$ cat config.mk
export PLATFORM = sky130hd
export DESIGN_NAME = alu_sequencer
export DESIGN_NICKNAME = d
export VERILOG_FILES = /design/src/rtl/alu_sequencer.sv
export SDC_FILE = /design/constraint.sdc
export NUM_CORES = 1
export LEC_CHECK = 0
export ABC_AREA = 1
export CAP_MARGIN = 20
export CORE_MARGIN = 2
export CORE_UTILIZATION = 25
export CTS_CLUSTER_DIAMETER = 150
export CTS_CLUSTER_SIZE = 28
export DETAILED_ROUTE_END_ITERATION = 12
export PLACE_DENSITY = 0.48
export SLEW_MARGIN = 20
export SYNTH_ARGS = -nofsm -noshare
export SYNTH_HDL_FRONTEND = slang
export SYNTH_SLANG_ARGS = --single-unit
$ cat constraint.sdc
create_clock -name clk -period 2.3 [get_ports clk]
set_input_delay 0.575 -clock clk [delete_from_list [all_inputs] [get_ports clk]]
set_output_delay 0.575 -clock clk [all_outputs]
set_load 0.05 [all_outputs]
$ cat src/rtl/alu_sequencer.sv
// Instruction FIFO plus run controller that drives a combinational 4-bit ALU.
// Each queued (sel, B) pair is applied to the accumulator, and the ALU result is written back.
module alu_sequencer #(
    parameter int DEPTH = 8
) (
    input  logic       clk,
    input  logic       rst_n,
    input  logic       instr_valid,
    output logic       instr_ready,
    input  logic [2:0] instr_sel,
    input  logic [3:0] instr_b,
    input  logic       start,
    input  logic [3:0] init_a,
    output logic [3:0] alu_a,
    output logic [3:0] alu_b,
    output logic [2:0] alu_sel,
    input  logic [3:0] alu_result,
    output logic [3:0] acc,
    output logic       busy,
    output logic       done,
    output logic [7:0] exec_cnt
);

    localparam int PW = $clog2(DEPTH);
    localparam int CW = PW + 1;
    localparam logic [CW-1:0] FULL_CNT = CW'(DEPTH);

    typedef enum logic [1:0] {IDLE, ISSUE, CAPTURE, DONE} state_t;

    state_t          state_q, state_d;
    logic [6:0]      mem_q [DEPTH];
    logic [6:0]      mem_d [DEPTH];
    logic [PW-1:0]   wr_ptr_q, wr_ptr_d;
    logic [PW-1:0]   rd_ptr_q, rd_ptr_d;
    logic [CW-1:0]   count_q, count_d;
    logic [3:0]      acc_q, acc_d;
    logic [3:0]      alu_a_q, alu_a_d;
    logic [3:0]      alu_b_q, alu_b_d;
    logic [2:0]      alu_sel_q, alu_sel_d;
    logic [7:0]      exec_cnt_q, exec_cnt_d;
    logic            busy_q, busy_d;
    logic            done_q, done_d;
    logic            push_s;
    logic            pop_s;
    logic            fifo_empty_s;
    logic [6:0]      head_s;

    assign instr_ready  = (count_q != FULL_CNT);
    assign push_s       = instr_valid && instr_ready;
    assign pop_s        = (state_q == ISSUE);
    assign fifo_empty_s = (count_q == {CW{1'b0}});
    assign head_s       = mem_q[rd_ptr_q];

    // FIFO storage, pointer and occupancy update
    always_comb begin
        mem_d    = mem_q;
        wr_ptr_d = wr_ptr_q;
        rd_ptr_d = rd_ptr_q;
        count_d  = count_q;
        if (push_s) begin
            mem_d[wr_ptr_q] = {instr_sel, instr_b};
            wr_ptr_d        = wr_ptr_q + PW'(1);
        end else begin
            wr_ptr_d = wr_ptr_q;
        end
        if (pop_s) begin
            rd_ptr_d = rd_ptr_q + PW'(1);
        end else begin
            rd_ptr_d = rd_ptr_q;
        end
        case ({push_s, pop_s})
            2'b10:   count_d = count_q + CW'(1);
            2'b01:   count_d = count_q - CW'(1);
            default: count_d = count_q;
        endcase
    end

    // Run FSM: next state and datapath register updates
    always_comb begin
        state_d    = state_q;
        acc_d      = acc_q;
        alu_a_d    = alu_a_q;
        alu_b_d    = alu_b_q;
        alu_sel_d  = alu_sel_q;
        exec_cnt_d = exec_cnt_q;
        case (state_q)
            IDLE: begin
                if (start) begin
                    acc_d      = init_a;
                    exec_cnt_d = 8'd0;
                    state_d    = fifo_empty_s ? DONE : ISSUE;
                end else begin
                    state_d = IDLE;
                end
            end
            ISSUE: begin
                alu_a_d   = acc_q;
                alu_b_d   = head_s[3:0];
                alu_sel_d = head_s[6:4];
                state_d   = CAPTURE;
            end
            CAPTURE: begin
                acc_d      = alu_result;
                exec_cnt_d = exec_cnt_q + 8'd1;
                state_d    = fifo_empty_s ? DONE : ISSUE;
            end
            DONE:    state_d = IDLE;
            default: state_d = IDLE;
        endcase
        // Status flags are registered copies of the next-state decode
        busy_d = (state_d != IDLE);
        done_d = (state_d == DONE);
    end

    // State, FIFO and output registers
    always_ff @(posedge clk or negedge rst_n) begin
        if (!rst_n) begin
            state_q    <= IDLE;
            wr_ptr_q   <= {PW{1'b0}};
            rd_ptr_q   <= {PW{1'b0}};
            count_q    <= {CW{1'b0}};
            acc_q      <= 4'd0;
            alu_a_q    <= 4'd0;
            alu_b_q    <= 4'd0;
            alu_sel_q  <= 3'd0;
            exec_cnt_q <= 8'd0;
            busy_q     <= 1'b0;
            done_q     <= 1'b0;
            for (int i = 0; i < DEPTH; i++) begin
                mem_q[i] <= 7'd0;
            end
        end else begin
            state_q    <= state_d;
            wr_ptr_q   <= wr_ptr_d;
            rd_ptr_q   <= rd_ptr_d;
            count_q    <= count_d;
            acc_q      <= acc_d;
            alu_a_q    <= alu_a_d;
            alu_b_q    <= alu_b_d;
            alu_sel_q  <= alu_sel_d;
            exec_cnt_q <= exec_cnt_d;
            busy_q     <= busy_d;
            done_q     <= done_d;
            mem_q      <= mem_d;
        end
    end

    assign acc      = acc_q;
    assign alu_a    = alu_a_q;
    assign alu_b    = alu_b_q;
    assign alu_sel  = alu_sel_q;
    assign exec_cnt = exec_cnt_q;
    assign busy     = busy_q;
    assign done     = done_q;

endmodule

Word-level counts from Yosys, hierarchy flattened --
Index checks and enable logic that the tools add are counted.
Storage, ports and cells: word-level logic and storage cells 59, register bits 93, output and inout port bits 26, bits of input ports 19
Operators by class: reductions and logical operators 8, add/sub/neg operators 5, bitwise operators 2, eq/ne operators 8, multiplexer cells 14, order comparisons 3
Operators by type and width (number):
- bitwise mux 56 bit | 1
- binary-select mux 7 bit (select 3 bit) | 1
- demux 7 bit (select 3 bit) | 1
- 2-to-1 mux 7 bit | 3
- one-hot mux 4 bit (2 select lines) | 2
- one-hot mux 8 bit (2 select lines) | 1
- adder 8 x 1 -> 8 bit, second input constant | 1
- equality test 2 bit, second input constant | 4
- >= comparator 4 bit, second input constant | 2
- 2-to-1 mux 8 bit | 1
- NOT 3 -> 4 bit | 2
- one-hot mux 2 bit (4 select lines) | 1
- adder 3 x 1 -> 3 bit, second input constant | 2
- nonzero test 2 bit | 3
- adder 4 x 1 -> 4 bit, second input constant | 1
- equality test 2 x 1 -> 1 bit, second input constant | 2
- zero test 4 bit | 1
- < comparator 4 x 1 -> 1 bit, second input constant | 1
- 2-to-1 mux 2 bit | 2
- 2-to-1 mux 4 bit | 1
- inequality test 4 bit, second input constant | 1
- subtractor 4 x 1 -> 4 bit, second input constant | 1
- logical AND 1 bit | 2
- zero test 2 bit | 1
- 2 further kinds | 2

Longest topological paths before layout --
Gate-level depths: netlist of run 1.
depth in word-level cells 6, mapped depth 12, depth with buffers taken out 12

Worst setup path after synthesis of run 1 --
No wires, ideal clock.
kind reg-to-reg, from reg count_q[0], to reg count_q[2], period minus slack after synthesis 2.008 ns, stages on the path, launching flop included 12, arrival time 1.879 ns, path buffers 0, path slack 0.292 ns, setup time 0.129 ns, path through dfrtp_1 -> nor2_2 -> nand3_2 -> nand2_4 -> ha_1 -> nand2_1 -> inv_1 -> nor2_1 -> ha_1 -> a21oi_1 -> xor2_1 -> o21ai_0
Between the ends: cells in the longest elaborated chain, start to end 4, elaborated cells on any way between the ends 8, those cells by class add/sub (2); eq/ne (3); mux (1); reduce/logical (2)
Ends and longest elaborated chain:
- from (decl) | line 35 | logic [CW-1:0] count_q, count_d;
- from (signal assigned) | line 121 | count_q <= {CW{1'b0}};
- from (signal assigned) | line 136 | count_q <= count_d;
- inequality test 4 bit (*) | line 48 | assign instr_ready = (count_q != FULL_CNT);
- net instr_ready | line 9 | output logic instr_ready,
- logical AND 1 bit (*) | line 49 | assign push_s = instr_valid && instr_ready;
- equality test 2 x 1 -> 1 bit / equality test 2 bit (equally long branches) | line 71 | case ({push_s, pop_s})
- one-hot mux 4 bit (2 select lines) / nonzero test 2 bit (equally long branches)
Mark *: on every way through the listed nets, which the timed path passes. The rest lies on a longest branch. A chain may end at the register's enable or synchronous reset.

Worst setup path in the final report of run 1 --
from reg exec_cnt_q[0] (netlist: exec_cnt[0]), to out exec_cnt[0]
RTL lines:
- from (decl) | line 40 | logic [7:0] exec_cnt_q, exec_cnt_d;
- from (signal assigned) | line 141 | exec_cnt_q <= exec_cnt_d;
- to (decl) | line 21 | output logic [7:0] exec_cnt
No word-level cell between the ends.

==> results of run 1 <==
path summary, 6_finish.rpt:
kind | cells after the start | end | slack (ns)
setup / recovery | 1 | exec_cnt[0] | 0.10
hold / removal | 1 | mem_q[14] | 0.18
setup reg to reg | 11 | count_q[2] | 0.40
hold reg to reg | 2 | alu_a[0] | 0.48
max in group asynchronous | 2 | mem_q[46] | 1.48
min in group clk | 2 | alu_a[0] | 0.48
stage by stage:
| stage | area (sq um) | cells | power (W) | util [%] |
|---|---|---|---|---|
| final | 5290 | 778 | 0.00781 | 30.9 |
| after global routing | 5290 | 778 | 0.00847 | 30.9 |
| after CTS | 5290 | 778 | 0.00791 | 30.9 |
| after detailed placement | 5010 | 762 | 0.00642 | 29.3 |
| after global placement | 5010 | 762 | 0.00633 | 29.3 |
| after floorplan | 4340 | 503 | 0.00535 | - |
per-layer routing:
metal,vias up,wire length (um),GRT usage [%]
met5,-,0,0
met4,0,200,5.03
met3,11,391,2.66
met2,46,5340,20.6
met1,1619,4970,16.6
li1,1714,-,-
sequential cells by signal (all words and copies together), names as in the netlist:
register and count:
mem_q 56, exec_cnt 8, acc 4, alu_a 4
alu_b 4, count_q 4, alu_sel 3, rd_ptr_q 3
wr_ptr_q 3, state_q 2, busy 1, done 1
logic make-up after synthesis:
logic type	Yosys count
buffers and inverters	60
and+or+nand+nor	234
muxes	1
xor gates and xnor gates	6
DFF	93
AOI/OAI and AO/OA	103
adders and majority gates	6
final cells by class:
cell class                 instances  area [sq um]  area share, %
tap                              225           282           5.32
clock buffer                      12           236           4.47
sequential                        93          2330           44.0
clock inverter                     4          48.8          0.922
inverter                          38           145           2.74
timing repair buffer              56           552           10.4
multi-input combinational        350          1700           32.2
report_power, final:
part / leakage (nW) / internal (W) / switching (W)
logic: 1.19 / 0.00124 / 0.00226
registers: 1.17 / 0.00235 / 0.000493
clock network: 0.141 / 0.000842 / 0.000622
worst reg2reg max path: cells and delay by family (launching register included):
family	cells	cell delay, ns
compound gates	2	0.26
buf+inv	1	0.06
simple gates	5	0.49
fa+ha+maj	2	0.38
xor+xnor	1	0.15
flops	1	0.44
cell usage in the layout, fill, tap and decap left out, types with 5 or more instances in the layout:
master           instances
nor2_1                  62
o21ai_1                 44
o21ai_0                 39
clkdlybuf4s50_1         42
clkbuf_16                9
o21ai_2                  5
nand2_4                  6
nand2_1                132
buf_4                   11
o211ai_1                 8
nand3_1                 26
dfrtp_1                 93
ha_1                     6
inv_1                   35
==> flow_summary.ini, run 1 <==
[floorplanning]
std_cell_rows = 48
die_area_sq_mm = 0.0184
floorplan.initialDensity_pct = 25.4
die-height_um = 136
chipWidth_um = 136
coreArea_sq_mm = 0.0171
i_o_pin_count = 45

[timing]
max_slew.worst_pin.slew_ns = 0.694
final_hold_viol_count = 0
slew_headroom_pct = 53.7
timing.clock.skew_ns = 0.00606
post_route_setup_tns_ns = 0
setup_slack_after_layout_ns = 0.104
max_freq_mhz = 455
report.final.slew_viol_count = 0
hold-worst-slack_ns = 0.179
setup_viol = 0
fin_crit_sh_pct = 95.5
rsz0062_at_grt = false
finalWorstPathRequiredPeriod_ns = 2.20

[logic_synthesis]
synthTopCellsByArea = dfrtp_1, nand2_1, nor2_1, o21ai_1, o21ai_0
cell_accounting_for_the_most_synthesized_area = dfrtp_1
main_combinational_cell_family_by_area_after_synthesis = simple AND/OR/NAND/NOR gates
async_set_or_reset_register_ratio_after_synthesis_pct = 100
fraction_of_synthesized_area_in_multiplexers_pct = 0.230
synth_top_area_share_pct = 53.6
count_of_flip_flops_with_a_built_in_enable_after_synthesis = 0
yosysWarnings = 0
yosysSeqAreaShare_pct = 53.6
netlist_area_sq_mm = 0.00434
yosysUniqueCellTypes = 31
synthCells = 503
synth-adder-area-share_pct = 1.73
synthMostInstantiatedCell = nand2_1
synthesis.nets = 528
post_synth_most_frequent_cells = nand2_1, dfrtp_1, nor2_1
synth_xor_xnor_area_share_pct = 1.21
synth_area_per_cell_sq_um = 8.63
ys_dominant_reg_cell = dfrtp_1
synth_compound_area_share_pct = 13.0
synth_area_in_simple_gates_pct = 23.0
synth_seq_cells = 93

[clocking]
clock_sink_count = 93
postCtsSetupRepairBufs = 0
cts_repair_resize_count = 1
htree_levels = 3
ctsRootBufferMaster = clkbuf_16
cts_inserted_buffers = 9
clock_path_buffers = 2
worst_setup_hold_path_clk_slew_ns = 0.07
cts_tree = built
clk_latency_ns = 0.34
holdBufCountCts = 0

[critical_path]
r2r_start = count_q[0]
timing.critical_path.from = exec_cnt[0]
required_ns = 1.73
worst-path-max-fanout = 6
critical_path.max_stage_delay_ns = 0.84
critical_path_buf_inv_count = 1
worstSetupEndpointType = output pin
worst_path_dominant_cell_family = buffers and inverters
crit_path_cell_trace = clkdlybuf4s50_1
critPathArrivalTime_ns = 1.62
worst_path_max_delay_cell = clkdlybuf4s50_1
critPathKind = reg -> out
critPathLaunchType = register

[detailed_routing]
route.antenna.remaining_nets = 0
wl_final_mm = 10.9
drc = 0
detailedRoute.firstIterationViolations = 189
route.detailed.vias_per_inst = 4.36
post_drt_wl_per_cell_um = 14.0
num_vias = 3390
drt_first_pass_iters = 4

[cells_and_area]
diodes = 0
fillCellCount = 1830
layout-area-overhead-vs-synth_pct = 21.9
drive_above_1_share_pct = 7.96
fin_nets = 573

[placed_design]
io_buffer_count = 44
pre_cts_ws_ns = 0.0398
dpl.hpwl_mm = 7.47
finalWeightedCongestion = 0.799

[global_routing]
antenna_violations_before_repair = 0
gr-usage-all-layers_pct = 12.7
globalRoute.totalOverflow = 0
pin_count_of_the_biggest_net_entering_global_routing = 44
first_global_vias = 3323
grt_first_pass_wirelength_mm = 17.9

[power_and_ir_drop]
leakagePower_nw = 2.50
peakVddDrop_mv = 0.434
power_density_mw_per_mm2 = 1470

[worst_hold_path]
min_path_type = in -> async

[flow_run]
cap_violations = 0

[outcome]
outcome = finished clean
Power figures use the tool's default switching activity.
==> run 2: changes to the inputs <==
--- a/config.mk
+++ b/config.mk
@@ -9,7 +9,7 @@
 export CAP_MARGIN = 20
 export CORE_MARGIN = 2
 export CORE_UTILIZATION = 25
-export CTS_CLUSTER_DIAMETER = 150
+export CTS_CLUSTER_DIAMETER = 40
 export CTS_CLUSTER_SIZE = 28
 export DETAILED_ROUTE_END_ITERATION = 12
 export PLACE_DENSITY = 0.48
==> results of run 2 <==
The final DEF is identical to that of run 1; final timing and power are the same.
==> run 3: changes to the inputs <==
--- a/config.mk
+++ b/config.mk
@@ -5,7 +5,6 @@
 export SDC_FILE = /design/constraint.sdc
 export NUM_CORES = 1
 export LEC_CHECK = 0
-export ABC_AREA = 1
 export CAP_MARGIN = 20
 export CORE_MARGIN = 2
 export CORE_UTILIZATION = 25
==> run 3 against run 2 <==
Sequential cell count unchanged. Critical path depth unchanged. Clock power up 3%. Register-to-register slack worse by 0.24 ns. Critical path type unchanged.
==> flow_summary.ini, run 3 <==
[timing]
timing.clock.skew_ns = 0.00735
setup_viol = 0
fin_crit_sh_pct = 94.6
final_hold_viol_count = 0
max_freq_mhz = 460
slew_headroom_pct = 46.3
finalWorstPathRequiredPeriod_ns = 2.18
report.final.slew_viol_count = 0
rsz0062_at_grt = false
max_slew.worst_pin.slew_ns = 0.802
setup_slack_after_layout_ns = 0.124

[logic_synthesis]
count_of_flip_flops_with_a_built_in_enable_after_synthesis = 0
synth_area_per_cell_sq_um = 12.7
synth_top_area_share_pct = 53.9
synthTopCellsByArea = dfrtp_1, mux2_2, mux2i_1, mux2_4, nand2_1
post_synth_most_frequent_cells = dfrtp_1, mux2_2, nand2_1
netlist_area_sq_mm = 0.00432
ys_dominant_reg_cell = dfrtp_1
yosysSeqAreaShare_pct = 53.9
async_set_or_reset_register_ratio_after_synthesis_pct = 100
yosysUniqueCellTypes = 39
yosysWarnings = 0
synthCells = 340
synthMostInstantiatedCell = dfrtp_1
synth_seq_cells = 93
cell_accounting_for_the_most_synthesized_area = dfrtp_1
synthesis.nets = 365

[global_routing]
first_global_vias = 2842
grt_first_pass_wirelength_mm = 15.8
antenna_violations_before_repair = 0
pin_count_of_the_biggest_net_entering_global_routing = 61
gr-usage-all-layers_pct = 11.4
globalRoute.totalOverflow = 0

[worst_hold_path]
min_path_type = in -> async

[clocking]
cts_repair_resize_count = 0
postCtsSetupRepairBufs = 0
htree_levels = 3
cts_inserted_buffers = 9
holdBufCountCts = 0
clock_sink_count = 93
clk_latency_ns = 0.34
worst_setup_hold_path_clk_slew_ns = 0.07
cts_tree = built
ctsRootBufferMaster = clkbuf_16
clock_path_buffers = 2

[cells_and_area]
layout_commonest_cell = dfrtp_1
diodes = 0
core_util_final_pct = 32.1
largest_register_ff_count = 56
mostFrequentLayoutCells = dfrtp_1, mux2_2, clkdlybuf4s50_1
design_area_sq_mm = 0.00550
drive_above_1_share_pct = 28.4
fin_nets = 432
layout-area-overhead-vs-synth_pct = 27.3
regMostFlops = mem_q

[placed_design]
post_dp_cell_area_sq_mm = 0.00519
pre_cts_ws_ns = -0.0887
finalWeightedCongestion = 0.757
io_buffer_count = 44
dpl.hpwl_mm = 6.83

[critical_path]
critical_path_buf_inv_count = 1
r2r_start = count_q[2]
worst-r2r-setup-slack_ns = 0.16
critical_path.max_stage_delay_ns = 0.84
worst_path_dominant_cell_family = buffers and inverters
required_ns = 1.73
length_in_cells_of_the_worst_reg_to_reg_path = 9
critPathKind = reg -> out
worst-path-stages = 1
critPathArrivalTime_ns = 1.60
worstSetupEndpointType = output pin
worst_path_max_delay_cell = clkdlybuf4s50_1
rr_endpoint = count_q[3]
worst-path-max-fanout = 6
crit_path_cell_trace = clkdlybuf4s50_1
critPathLaunchType = register

[floorplanning]
std_cell_rows = 48
coreArea_sq_mm = 0.0171
die_area_sq_mm = 0.0183
floorplan.initialDensity_pct = 25.2
chipWidth_um = 135
i_o_pin_count = 45
die-height_um = 135

[detailed_routing]
route.antenna.remaining_nets = 0
route.detailed.vias_per_inst = 4.41
post_drt_wl_per_cell_um = 15.7
drc = 0
drt_first_pass_iters = 4
num_vias = 2812
wl_final_mm = 10.0
detailedRoute.firstIterationViolations = 106

[power_and_ir_drop]
leakagePower_nw = 2.48
peakVddDrop_mv = 0.527
power_density_mw_per_mm2 = 1470

[outcome]
outcome = finished clean

[flow_run]
cap_violations = 0
==> run 3: layer usage <==
layer | vias up | wire length (um) | track usage (%)
met5 | - | 0 | 0
met4 | 0 | 251 | 4.63
met3 | 13 | 220 | 2.43
met2 | 29 | 4610 | 17.5
met1 | 1422 | 4930 | 15.6
li1 | 1348 | - | -
==> run 3: per-stage QoR <==
| stage | instances | hold slack (ns) | setup TNS (ns) | power [W] |
|---|---|---|---|---|
| 2_1_floorplan | 340 | 0.279 | -0.209 | 0.00546 |
| 3_3_place_gp | 621 | 0.462 | -0.503 | 0.00651 |
| 3_5_place_dp | 621 | 0.464 | -0.705 | 0.00661 |
| 4_1_cts | 637 | 0.250 | 0 | 0.00814 |
| 5_1_grt | 637 | 0.256 | 0 | 0.00859 |
| 6_report | 637 | 0.239 | 0 | 0.00806 |
==> run 3: cells by family (layout without fill, tap and decap cells) <==
kind of cell | after synthesis | after routing | share of synthesized area [%]
adders and majority gates | 6 | 6 | 1.74
AOI/OAI and AO/OA | 42 | 42 | 6.28
muxes | 86 | 86 | 22.8
buffers and inverters | 19 | 91 | 2.43
and+or+nand+nor | 84 | 84 | 10.9
xor gates and xnor gates | 10 | 10 | 2.03
DFF | 93 | 93 | 53.9
==> run 3: final cells by class <==
class | count | area (sq um)
fillers | 1725 | 11600
flip-flops and latches | 93 | 2330
multi-input cells | 228 | 1910
repair buffers | 72 | 658
well taps | 225 | 282
clock buffers | 10 | 239
clock inverters | 6 | 62.6
inverters | 3 | 18.8
==> run 3: worst max path at each step <==
stage                           start           to  slack (ns)
after floorplan            count_q[2]   count_q[2]       -0.10
after global placement    instr_valid   count_q[2]       -0.04
after detailed placement  instr_valid   count_q[3]       -0.09
after CTS                 exec_cnt[2]  exec_cnt[2]        0.11
after global routing       count_q[2]   count_q[2]        0.02
final                     exec_cnt[3]  exec_cnt[3]        0.12
==> run 3: report_power, final <==
group          internal [W]  leakage (nW)  switching [W]
combinational       0.00173          1.19        0.00191
clock              0.000870         0.152       0.000625
sequential          0.00241          1.14       0.000520
total               0.00501          2.48        0.00305
